<file path="src/rtl/sipo_collector.sv">
// Serial-in parallel-out frame collector with a 2-entry valid/ready output buffer.
// Latency: a word is visible on data_out the edge its last bit is sampled (if the buffer was empty).
// Backpressure: a full buffer drops completed words (sticky overrun) unless a pop frees a slot on the same edge.
module sipo_collector #(
  parameter int WIDTH = 6
) (
  input  logic             clk,
  input  logic             rst,
  input  logic             sample_en,
  input  logic             frame_start,
  input  logic             serial_in,
  output logic [WIDTH-1:0] data_out,
  output logic             data_valid,
  input  logic             data_ready,
  output logic             busy,
  output logic             overrun,
  output logic             aborted,
  input  logic             clr_flags
);

  localparam int CW = $clog2(WIDTH + 1);

  typedef enum logic {IDLE, SHIFT} state_t;

  state_t           state, next_state;
  logic [CW-1:0]    cnt, next_cnt;
  // Only the WIDTH-1 most recent bits matter: the incoming bit completes the word.
  logic [WIDTH-2:0] sr, next_sr;
  logic [WIDTH-1:0] shifted;
  logic             word_done;
  logic             set_abort;

  logic [WIDTH-1:0] mem [0:1];
  logic             wr_ptr, rd_ptr;
  logic [1:0]       count;
  logic             push, pop, drop;

  assign shifted = {sr, serial_in};

  // Frame state machine: next state, bit count, shift contents and word completion.
  always_comb begin
    next_state = state;
    next_cnt   = cnt;
    next_sr    = sr;
    word_done  = 1'b0;
    set_abort  = 1'b0;
    case (state)
      IDLE: begin
        if (sample_en && frame_start) begin
          next_sr    = shifted[WIDTH-2:0];
          next_cnt   = CW'(1);
          next_state = SHIFT;
        end
      end
      SHIFT: begin
        if (sample_en) begin
          next_sr = shifted[WIDTH-2:0];
          if (frame_start) begin
            // Restart: the new bit becomes the MSB of a fresh frame.
            set_abort = 1'b1;
            next_cnt  = CW'(1);
          end else if (cnt == CW'(WIDTH - 1)) begin
            word_done  = 1'b1;
            next_cnt   = '0;
            next_state = IDLE;
          end else begin
            next_cnt = cnt + CW'(1);
          end
        end
      end
      default: next_state = IDLE;
    endcase
  end

  // Frame state register.
  always_ff @(posedge clk or posedge rst) begin
    if (rst) begin
      state <= IDLE;
      cnt   <= '0;
      sr    <= '0;
    end else begin
      state <= next_state;
      cnt   <= next_cnt;
      sr    <= next_sr;
    end
  end

  assign pop  = data_valid && data_ready;
  // A pop on the same edge frees the slot the new word needs.
  assign push = word_done && ((count != 2'd2) || pop);
  assign drop = word_done && !push;

  // Output buffer storage, pointers and occupancy.
  always_ff @(posedge clk or posedge rst) begin
    if (rst) begin
      mem[0] <= '0;
      mem[1] <= '0;
      wr_ptr <= 1'b0;
      rd_ptr <= 1'b0;
      count  <= 2'd0;
    end else begin
      if (push) begin
        mem[wr_ptr] <= shifted;
        wr_ptr      <= ~wr_ptr;
      end
      if (pop) begin
        rd_ptr <= ~rd_ptr;
      end
      count <= count + {1'b0, push} - {1'b0, pop};
    end
  end

  // Sticky status flags; a set event on the same edge beats clr_flags.
  always_ff @(posedge clk or posedge rst) begin
    if (rst) begin
      overrun <= 1'b0;
      aborted <= 1'b0;
    end else begin
      if (drop)           overrun <= 1'b1;
      else if (clr_flags) overrun <= 1'b0;
      if (set_abort)      aborted <= 1'b1;
      else if (clr_flags) aborted <= 1'b0;
    end
  end

  assign data_valid = (count != 2'd0);
  assign data_out   = data_valid ? mem[rd_ptr] : '0;
  assign busy       = (state == SHIFT);

endmodule
</file>
<file path="config.mk">
export PLATFORM = sky130hd
export DESIGN_NAME = sipo_collector
export DESIGN_NICKNAME = d
export VERILOG_FILES = /design/src/rtl/sipo_collector.sv
export SDC_FILE = /design/constraint.sdc
export NUM_CORES = 1
export LEC_CHECK = 0
export ABC_AREA = 1
export CORE_MARGIN = 3
export CORE_UTILIZATION = 57
export DETAILED_ROUTE_END_ITERATION = 7
export GPL_ROUTABILITY_DRIVEN = 0
export MAX_ROUTING_LAYER = met4
export PLACE_DENSITY = 0.88
export SLEW_MARGIN = 0
export SYNTH_ARGS = -nofsm -noshare
export SYNTH_HDL_FRONTEND = slang
export SYNTH_SLANG_ARGS = --single-unit
</file>
<file path="constraint.sdc">
create_clock -name clk -period 3.7 [get_ports clk]
set_input_delay 0.37 -clock clk [delete_from_list [all_inputs] [get_ports clk]]
set_output_delay 0.37 -clock clk [all_outputs]
set_load 0.03 [all_outputs]
</file>
* Word-level counts from Yosys, hierarchy flattened *
Index checks and enable logic that the tools add are counted.

word-level totals
  output and inout port bits = 10
  input port bits = 7
  register bits after elaboration = 27
  logic and storage cells = 66

operators by class
  order comparisons = 3
  bitwise gates (word level) = 5
  add/subtract/negate cells = 3
  mux-type cells = 30
  reduce and logical (&&, ||, !) cells = 11
  equal/unequal tests = 4

operators with widths
  cell                   count
  $mux W6                5
  $mux W1                14
  $bwmux W12             1
  $mux W3                4
  $mux W5                2
  $pmux W5 S2            1
  $demux W6 S1           1
  $ne A2 B2 Y1 const B   3
  $pmux W3 S2            1
  $reduce_bool A2 Y1     3
  $logic_and A1 B1 Y1    5
  $ge A2 B2 Y1 const B   2
  $not A1 Y2             2
  $add A3 B1 Y3 const B  1
  $eq A3 B3 Y1 const B   1
  $not A1 Y1             3
  $add A2 B1 Y2          1
  $lt A2 B1 Y1 const B   1
  $pmux W1 S2            1
  $reduce_and A2 Y1      1
  $sub A2 B1 Y2          1
  $logic_not A1 Y1       1
  $logic_or A1 B1 Y1     1

* Longest topological paths before layout *
Gate-level depths: netlist of the first run.

  depth in word-level cells = 9
  depth in mapped cells = 8
  mapped depth without buffers = 8

* Least setup slack after synthesis of the first run *
Ideal clock, no wire load.

  kind = reg2reg
  start = reg state, in the netlist busy
  end = reg count[1]
  cell stages (with the launch flop) = 8
  buffers on the path = 0
  clock period less this slack = 1.701 ns
  data arrival time = 1.578 ns
  setup slack = 1.999 ns
  cells stage by stage = dfrtp_1 > nand3_2 > nor2_4 > nand2_1 > ha_1 > inv_1 > ha_1 > xnor2_1

on the way
  longest elaborated chain between the ends = 4

RTL lines
  item                      line  text
  start: declaration        25    state_t state, next_state;
  start signal: assignment  82    state <= next_state;
  $mux W1                   47    case (state)
  $logic_and A1 B1 Y1       90    assign push = word_done && ((count != 2'd2) || pop);
  $add A2 B1 Y2             109   count <= count + {1'b0, push} - {1'b0, pop};
  $sub A2 B1 Y2             109
  end signal: assignment    109
  end: declaration          35    logic [1:0] count;

Every way passes these cells.
A chain may end at the register's enable or synchronous reset.

* Worst setup path after layout of the first run *
  start = reg count[1]
  end = out data_out[0]

on the way
  longest elaborated chain between the ends = 2

RTL lines
  item                line  text
  $reduce_bool A2 Y1  126   assign data_valid = (count != 2'd0);
  $mux W6             127   assign data_out = data_valid ? mem[rd_ptr] : '0;
  end: declaration    12    output logic [WIDTH-1:0] data_out,

Every way passes these cells.

==> flow_metrics.py, run 1 <==
metrics = {
    "floorplanning": {
        "core_um2": 2020,
        "die-area_um2": 2810,
        "die_y_um": 53.0,
        "num_io_pins": 17,
        "rows": 16,
        "initial_core_util_pct": 62.3,
        "die_x_um": 53.0,
    },
    "clocking": {
        "cts_root_buffer": "clkbuf_4",
        "h-tree-depth": 1,
        "cts_tree": "built",
        "clkLatencyLatePin_ns": 0.31,
        "clock_sinks": 27,
        "cts_resized": 0,
        "cts_hold_buf": 0,
        "post_cts_buffers": 0,
        "cts_buffer_depth": 2,
        "cts_inserted_buffers": 3,
        "clkTransAtPathRegs_ns": 0.13,
    },
    "worst_setup_path": {
        "critPathSlowestCell": "clkdlybuf4s50_1",
        "reg2regPathDepth": 8,
        "cp-start-kind": "register",
        "crit_path_max_incr_delay_ns": 0.62,
        "reg2reg_to": "count[1]$_DFF_PP0_",
        "r2r_start": "cnt[1]$_DFFE_PP0P_",
        "arrival_ns": 1.89,
        "worst-path-max-fanout": 8,
        "path_cells": "nor2_1 > a21oi_1 > clkdlybuf4s50_1",
        "path_class": "reg2out",
        "cp_data_required_time_ns": 3.33,
        "end_kind": "output pin",
        "rrSetupSlack_ns": 1.84,
    },
    "drt": {
        "drt_iter0_drc": 25,
        "via_count": 1045,
        "ant_nets": 0,
        "dr.pass1.iters": 4,
        "drc": 0,
        "viasPerCell": 5.50,
        "wl_per_cell_um": 13.4,
        "drt_wl_total_um": 2540,
    },
    "power": {
        "leakagePower_nw": 0.712,
        "switching_share_pct": 38.6,
        "powerDensity_nw_per_um2": 564,
        "ir_worst_vdd_mv": 0.455,
        "power.internal_uw": 504,
        "pwr-share-clk_pct": 15.0,
        "p_sw_uw": 317,
        "power.share.sequential_pct": 52.1,
        "comb_power_share_pct": 32.9,
    },
    "logic_synthesis": {
        "ys_ff_latch": 27,
        "synth_top_area_share_pct": 53.6,
        "synthesis.area_um2": 1260,
        "avgSynthCellArea_um2": 8.57,
        "synth_area_leader_cell": "dfrtp_1",
        "synth_area_leaders": "dfrtp_1, nand2_1, nand4_1",
        "yosysUniqueCellTypes": 21,
        "yosys_warnings": 0,
        "synth-seq-area-share_pct": 53.6,
        "synthCells": 147,
        "synth_nets": 156,
    },
    "hold_path": {
        "hold_class": "reg2reg",
        "hold_start": "mem[2]$_DFFE_PP0P_",
        "hold_path_depth": 2,
        "hold_path_end": "mem[2]$_DFFE_PP0P_",
    },
    "grt": {
        "grt_max_degree": 28,
        "grt_pass1_wl_um": 4300,
        "antenna_found_initial": 0,
        "grt_overflow": 0,
        "grt.total_usage_pct": 21.6,
        "grt_pass1_vias": 987,
    },
    "cells_and_area": {
        "synthToLayoutAreaGrowth_pct": 15.5,
        "multi_input_area_um2": 499,
        "diodes": 0,
        "final_nets": 173,
        "final.fill_count": 162,
        "stdcell_area_um2": 1460,
        "seqCellArea_um2": 676,
        "drive_gt1_share_pct": 4.91,
    },
    "placed_design": {
        "port_buffers": 16,
        "dpl_cell_area_um2": 1430,
        "hpwl_um": 1940,
    },
    "timing": {
        "fin_tns_setup_ns": 0,
        "fin_skew_ns": 0.00113,
        "finalSetupViolations": 0,
        "slew_headroom_pct": 33.6,
        "fmax_mhz": 442,
        "hold_ws_ns": 0.490,
        "grt_setup_unrepaired": "no",
        "worst_pin_slew_ns": 0.994,
        "period_minus_slack_ns": 2.26,
        "maxSlewViolCount": 0,
        "final-hold-violation-count": 0,
        "fin_crit_sh_pct": 61.2,
    },
    "outcome": {
        "status": "completed",
    },
    "flow_run": {
        "cap_viol_max_count": 0,
    },
}
[cell usage in the layout, fill, tap and decap left out, types with 2 or more instances in the layout]
cell type,instances
nand2_1,52
dfrtp_1,27
clkdlybuf4s50_1,16
inv_1,15
nand4_1,12
a21oi_1,7
o21ai_0,6
nand3_1,5
nor2_1,5
nand3_2,3
clkbuf_4,3
xnor2_1,2
ha_1,2
[Yosys cell counts, drive strengths merged]
| cell | count |
|---|---|
| o211ai | 1 |
| nand4 | 12 |
| o21ai | 6 |
| inv | 16 |
| a21oi | 7 |
| nand2 | 52 |
| nand3b | 1 |
| dfrtp | 27 |
| o22ai | 1 |
| xnor2 | 2 |
| nor2 | 6 |
| nand3 | 8 |
| a31oi | 1 |
| xor2 | 1 |
| ha | 2 |
| buf | 3 |
| clkbuf | 1 |
[power groups by stage]
stage | Sequential, mW | Combinational [mW] | Clock [mW]
3_5_place_dp | 0.432 | 0.270 | 0
6_report | 0.428 | 0.270 | 0.123
2_1_floorplan | 0.401 | 0.209 | 0
4_1_cts | 0.425 | 0.271 | 0.126
5_1_grt | 0.439 | 0.301 | 0.136
3_3_place_gp | 0.426 | 0.253 | 0
[area by class of cell]
class / count / share of cell area [%]
Clock buffer: 4 / 1.81
Inverter: 16 / 4.13
Multi-Input combinational cell: 100 / 34.3
Sequential cell: 27 / 46.4
Tap cell: 27 / 2.32
Timing Repair Buffer: 16 / 11.0
[kinds of logic after synthesis]
group,synth area share (%)
AND/OR/NAND/NOR,28.8
flip-flops,53.6
buffers and inverters,6.75
AO/OA/AOI/OAI,6.75
XOR/XNOR,2.09
adder cells (fa/ha/maj),1.99
[per-stage QoR]
step	total power [mW]	instances	util (%)	worst slack (ns)
after floorplan	0.610	147	-	2.00
after global placement	0.679	186	70.7	1.53
after detailed placement	0.702	186	70.7	1.43
after global routing	0.876	190	72.0	1.28
after CTS	0.822	190	72.0	1.42
final	0.821	190	72.0	1.44
[routing by layer]
metal | part of all wire, % | GRT usage [%] | vias to the layer above
met3 | 2.7 | 2.54 | 4
met4 | 1.0 | 7.66 | 0
met2 | 54 | 38.4 | 19
li1 | - | - | 511
met1 | 42 | 25.0 | 511
met5 | 0 | - | -
[worst max-delay path by stage]
stage	start	end	cells after the start
final	count[1]$_DFF_PP0_	data_out[0]	3
after global routing	count[1]$_DFF_PP0_	data_out[1]	3
after CTS	rd_ptr$_DFFE_PP0P_	data_out[1]	4
after detailed placement	sample_en	count[1]$_DFF_PP0_	8
after global placement	sample_en	count[1]$_DFF_PP0_	8
after floorplan	busy$_DFF_PP0_	count[1]$_DFF_PP0_	7
[registers in the layout (all words and copies together), names as in the netlist]
register,cells
aborted,1
busy,1
cnt,3
count,2
mem,12
overrun,1
rd_ptr,1
sr,5
wr_ptr,1
[critical path: cells and delay by family, from the launching register on]
family,cells,cell delay (ns)
buffers and inverters,1,0.62
AND/OR/NAND/NOR,1,0.44
AO/OA/AOI/OAI,1,0.08
flip-flops,1,0.44
Note: power is estimated with default switching activity, not from simulation.
==> run 2: changes to the inputs <==
--- a/config.mk
+++ b/config.mk
@@ -7,11 +7,11 @@
 export LEC_CHECK = 0
 export ABC_AREA = 1
 export CORE_MARGIN = 3
-export CORE_UTILIZATION = 57
+export CORE_UTILIZATION = 53
 export DETAILED_ROUTE_END_ITERATION = 7
 export GPL_ROUTABILITY_DRIVEN = 0
 export MAX_ROUTING_LAYER = met4
-export PLACE_DENSITY = 0.88
+export PLACE_DENSITY = 0.83
 export SLEW_MARGIN = 0
 export SYNTH_ARGS = -nofsm -noshare
 export SYNTH_HDL_FRONTEND = slang
==> constraint.sdc (replaced) <==
create_clock -name clk -period 2.3 [get_ports clk]
set_input_delay 0.23 -clock clk [delete_from_list [all_inputs] [get_ports clk]]
set_output_delay 0.23 -clock clk [all_outputs]
set_load 0.03 [all_outputs]
==> run 2 against run 1 <==
Effect of this change: non-clock buffer count rose by 3; sequential power grew 61%; utilization fell by 5.7 points; critical path depth up 1; sequential share of layout area shrank 0.75 points; count of clock-buffer cells in the layout stayed put; combinational power rose by 60%; routed wire length is 2.0% lower; critical path type unchanged; critical endpoint unchanged; largest power group unchanged; highest routed layer unchanged.
==> flow_metrics.py, run 2 (synthesis results as in run 1) <==
metrics = {
    "timing": {
        "grt_setup_unrepaired": "no",
        "fin_tns_setup_ns": 0,
        "maxSlewViolCount": 0,
        "fin_crit_sh_pct": 93.5,
        "fmax_mhz": 465,
        "final-hold-violation-count": 0,
        "worst_pin_slew_ns": 0.478,
        "period_minus_slack_ns": 2.15,
        "fin_skew_ns": 0.00233,
        "slew_headroom_pct": 68.0,
        "hold_ws_ns": 0.242,
        "fin_ws_ns": 0.150,
        "finalSetupViolations": 0,
    },
    "drt": {
        "drt_wl_total_um": 2490,
        "viasPerCell": 5.37,
        "drt_iter0_drc": 21,
        "dr.pass1.iters": 4,
        "wl_per_cell_um": 12.8,
        "drc": 0,
        "via_count": 1041,
        "ant_nets": 0,
    },
    "cells_and_area": {
        "final_nets": 176,
        "stdcell_area_um2": 1480,
        "diodes": 0,
        "top_regs": "mem (12), sr (5), cnt (3)",
        "mostFrequentLayoutCells": "nand2_1, dfrtp_1, clkdlybuf4s50_1",
        "final.fill_count": 197,
        "largest_reg_flops": 12,
        "final_common_cell": "nand2_1",
        "regMostFlops": "mem",
        "drive_gt1_share_pct": 6.63,
        "synthToLayoutAreaGrowth_pct": 17.4,
    },
    "clocking": {
        "cts_tree": "built",
        "post_cts_buffers": 0,
        "cts_root_buffer": "clkbuf_4",
        "cts_resized": 0,
        "clkLatencyLatePin_ns": 0.32,
        "cts_inserted_buffers": 3,
        "cts_hold_buf": 0,
        "clock_sinks": 27,
        "h-tree-depth": 1,
        "clkTransAtPathRegs_ns": 0.13,
        "cts_buffer_depth": 2,
    },
    "placed_design": {
        "hpwl_um": 1880,
        "port_buffers": 16,
        "dpl_cell_area_um2": 1450,
        "pre_cts_ws_ns": 0.480,
    },
    "grt": {
        "grt_overflow": 0,
        "antenna_found_initial": 0,
        "grt.total_usage_pct": 19.8,
        "grt_pass1_vias": 950,
        "grt_max_degree": 28,
        "grt_pass1_wl_um": 4080,
    },
    "floorplanning": {
        "initial_core_util_pct": 56.4,
        "die-area_um2": 3000,
        "die_x_um": 54.8,
        "rows": 17,
        "die_y_um": 54.8,
        "core_um2": 2230,
        "num_io_pins": 17,
    },
    "worst_setup_path": {
        "arrival_ns": 1.92,
        "cp_data_required_time_ns": 2.07,
        "path_class": "reg2out",
        "end_kind": "output pin",
        "worst-path-max-fanout": 8,
        "cp-start-kind": "register",
    },
    "flow_run": {
        "cap_viol_max_count": 0,
    },
    "hold_path": {
        "hold_class": "in2async",
    },
    "power": {
        "powerDensity_nw_per_um2": 892,
        "leakagePower_nw": 0.726,
        "ir_worst_vdd_mv": 0.501,
    },
    "outcome": {
        "status": "completed",
    },
}
run 2: cell count changes in the layout (fill, tap and decap cells not counted):
| cell | before | now |
|---|---|---|
| buf_4 | 0 | 3 |
run 2: per-layer routing:
layer / global-route usage [%] / vias to the layer above / wire length, um
li1: - / 515 / -
met1: 23.2 / 495 / 1120
met2: 33.7 / 26 / 1220
met3: 2.45 / 5 / 97
met4: 8.71 / 0 / 45
met5: - / - / 0
run 2: final timing paths:
kind	slack, ns	start	cells past startpoint	end
setup / recovery	0.15	rd_ptr$_DFFE_PP0P_	4	data_out[0]
hold / removal	0.24	rst	3	count[0]$_DFF_PP0_
setup reg to reg	0.59	count[1]$_DFF_PP0_	6	count[1]$_DFF_PP0_
hold reg to reg	0.49	mem[4]$_DFFE_PP0P_	2	mem[4]$_DFFE_PP0P_
max in group asynchronous	1.81	rst	3	cnt[1]$_DFFE_PP0P_
min in group clk	0.49	mem[4]$_DFFE_PP0P_	2	mem[4]$_DFFE_PP0P_
run 2: cell type report:
| cell class | instances | area [um2] | share of cell area, % |
|---|---|---|---|
| repair buffers | 19 | 183 | 12.4 |
| flip-flops and latches | 27 | 676 | 45.7 |
| inverters | 16 | 60.1 | 4.06 |
| clock buffers | 4 | 26.3 | 1.78 |
| multi-input cells | 100 | 499 | 33.8 |
| well taps | 28 | 35.0 | 2.37 |
run 2: power breakdown:
part,internal [mW],leakage (nW),switching (mW)
combinational,0.169,0.363,0.263
sequential,0.579,0.348,0.108
clock,0.0679,0.0150,0.132
total,0.817,0.726,0.503
run 2: metrics by stage:
| stage | power (mW) | instances | util [%] |
|---|---|---|---|
| finish | 1.32 | 194 | 66.2 |
| global route | 1.41 | 194 | 66.2 |
| CTS | 1.33 | 194 | 66.2 |
| detailed placement | 1.13 | 190 | 65.0 |
| global placement | 1.10 | 190 | 65.0 |
| floorplan | 0.981 | 147 | - |
run 2: critical path, cell delays in order, from the launching register on:
cell and delay, ns:
dfrtp_1 0.50, inv_1 0.19, nand2_1 0.07, a21oi_1 0.14
clkdlybuf4s50_1 0.70
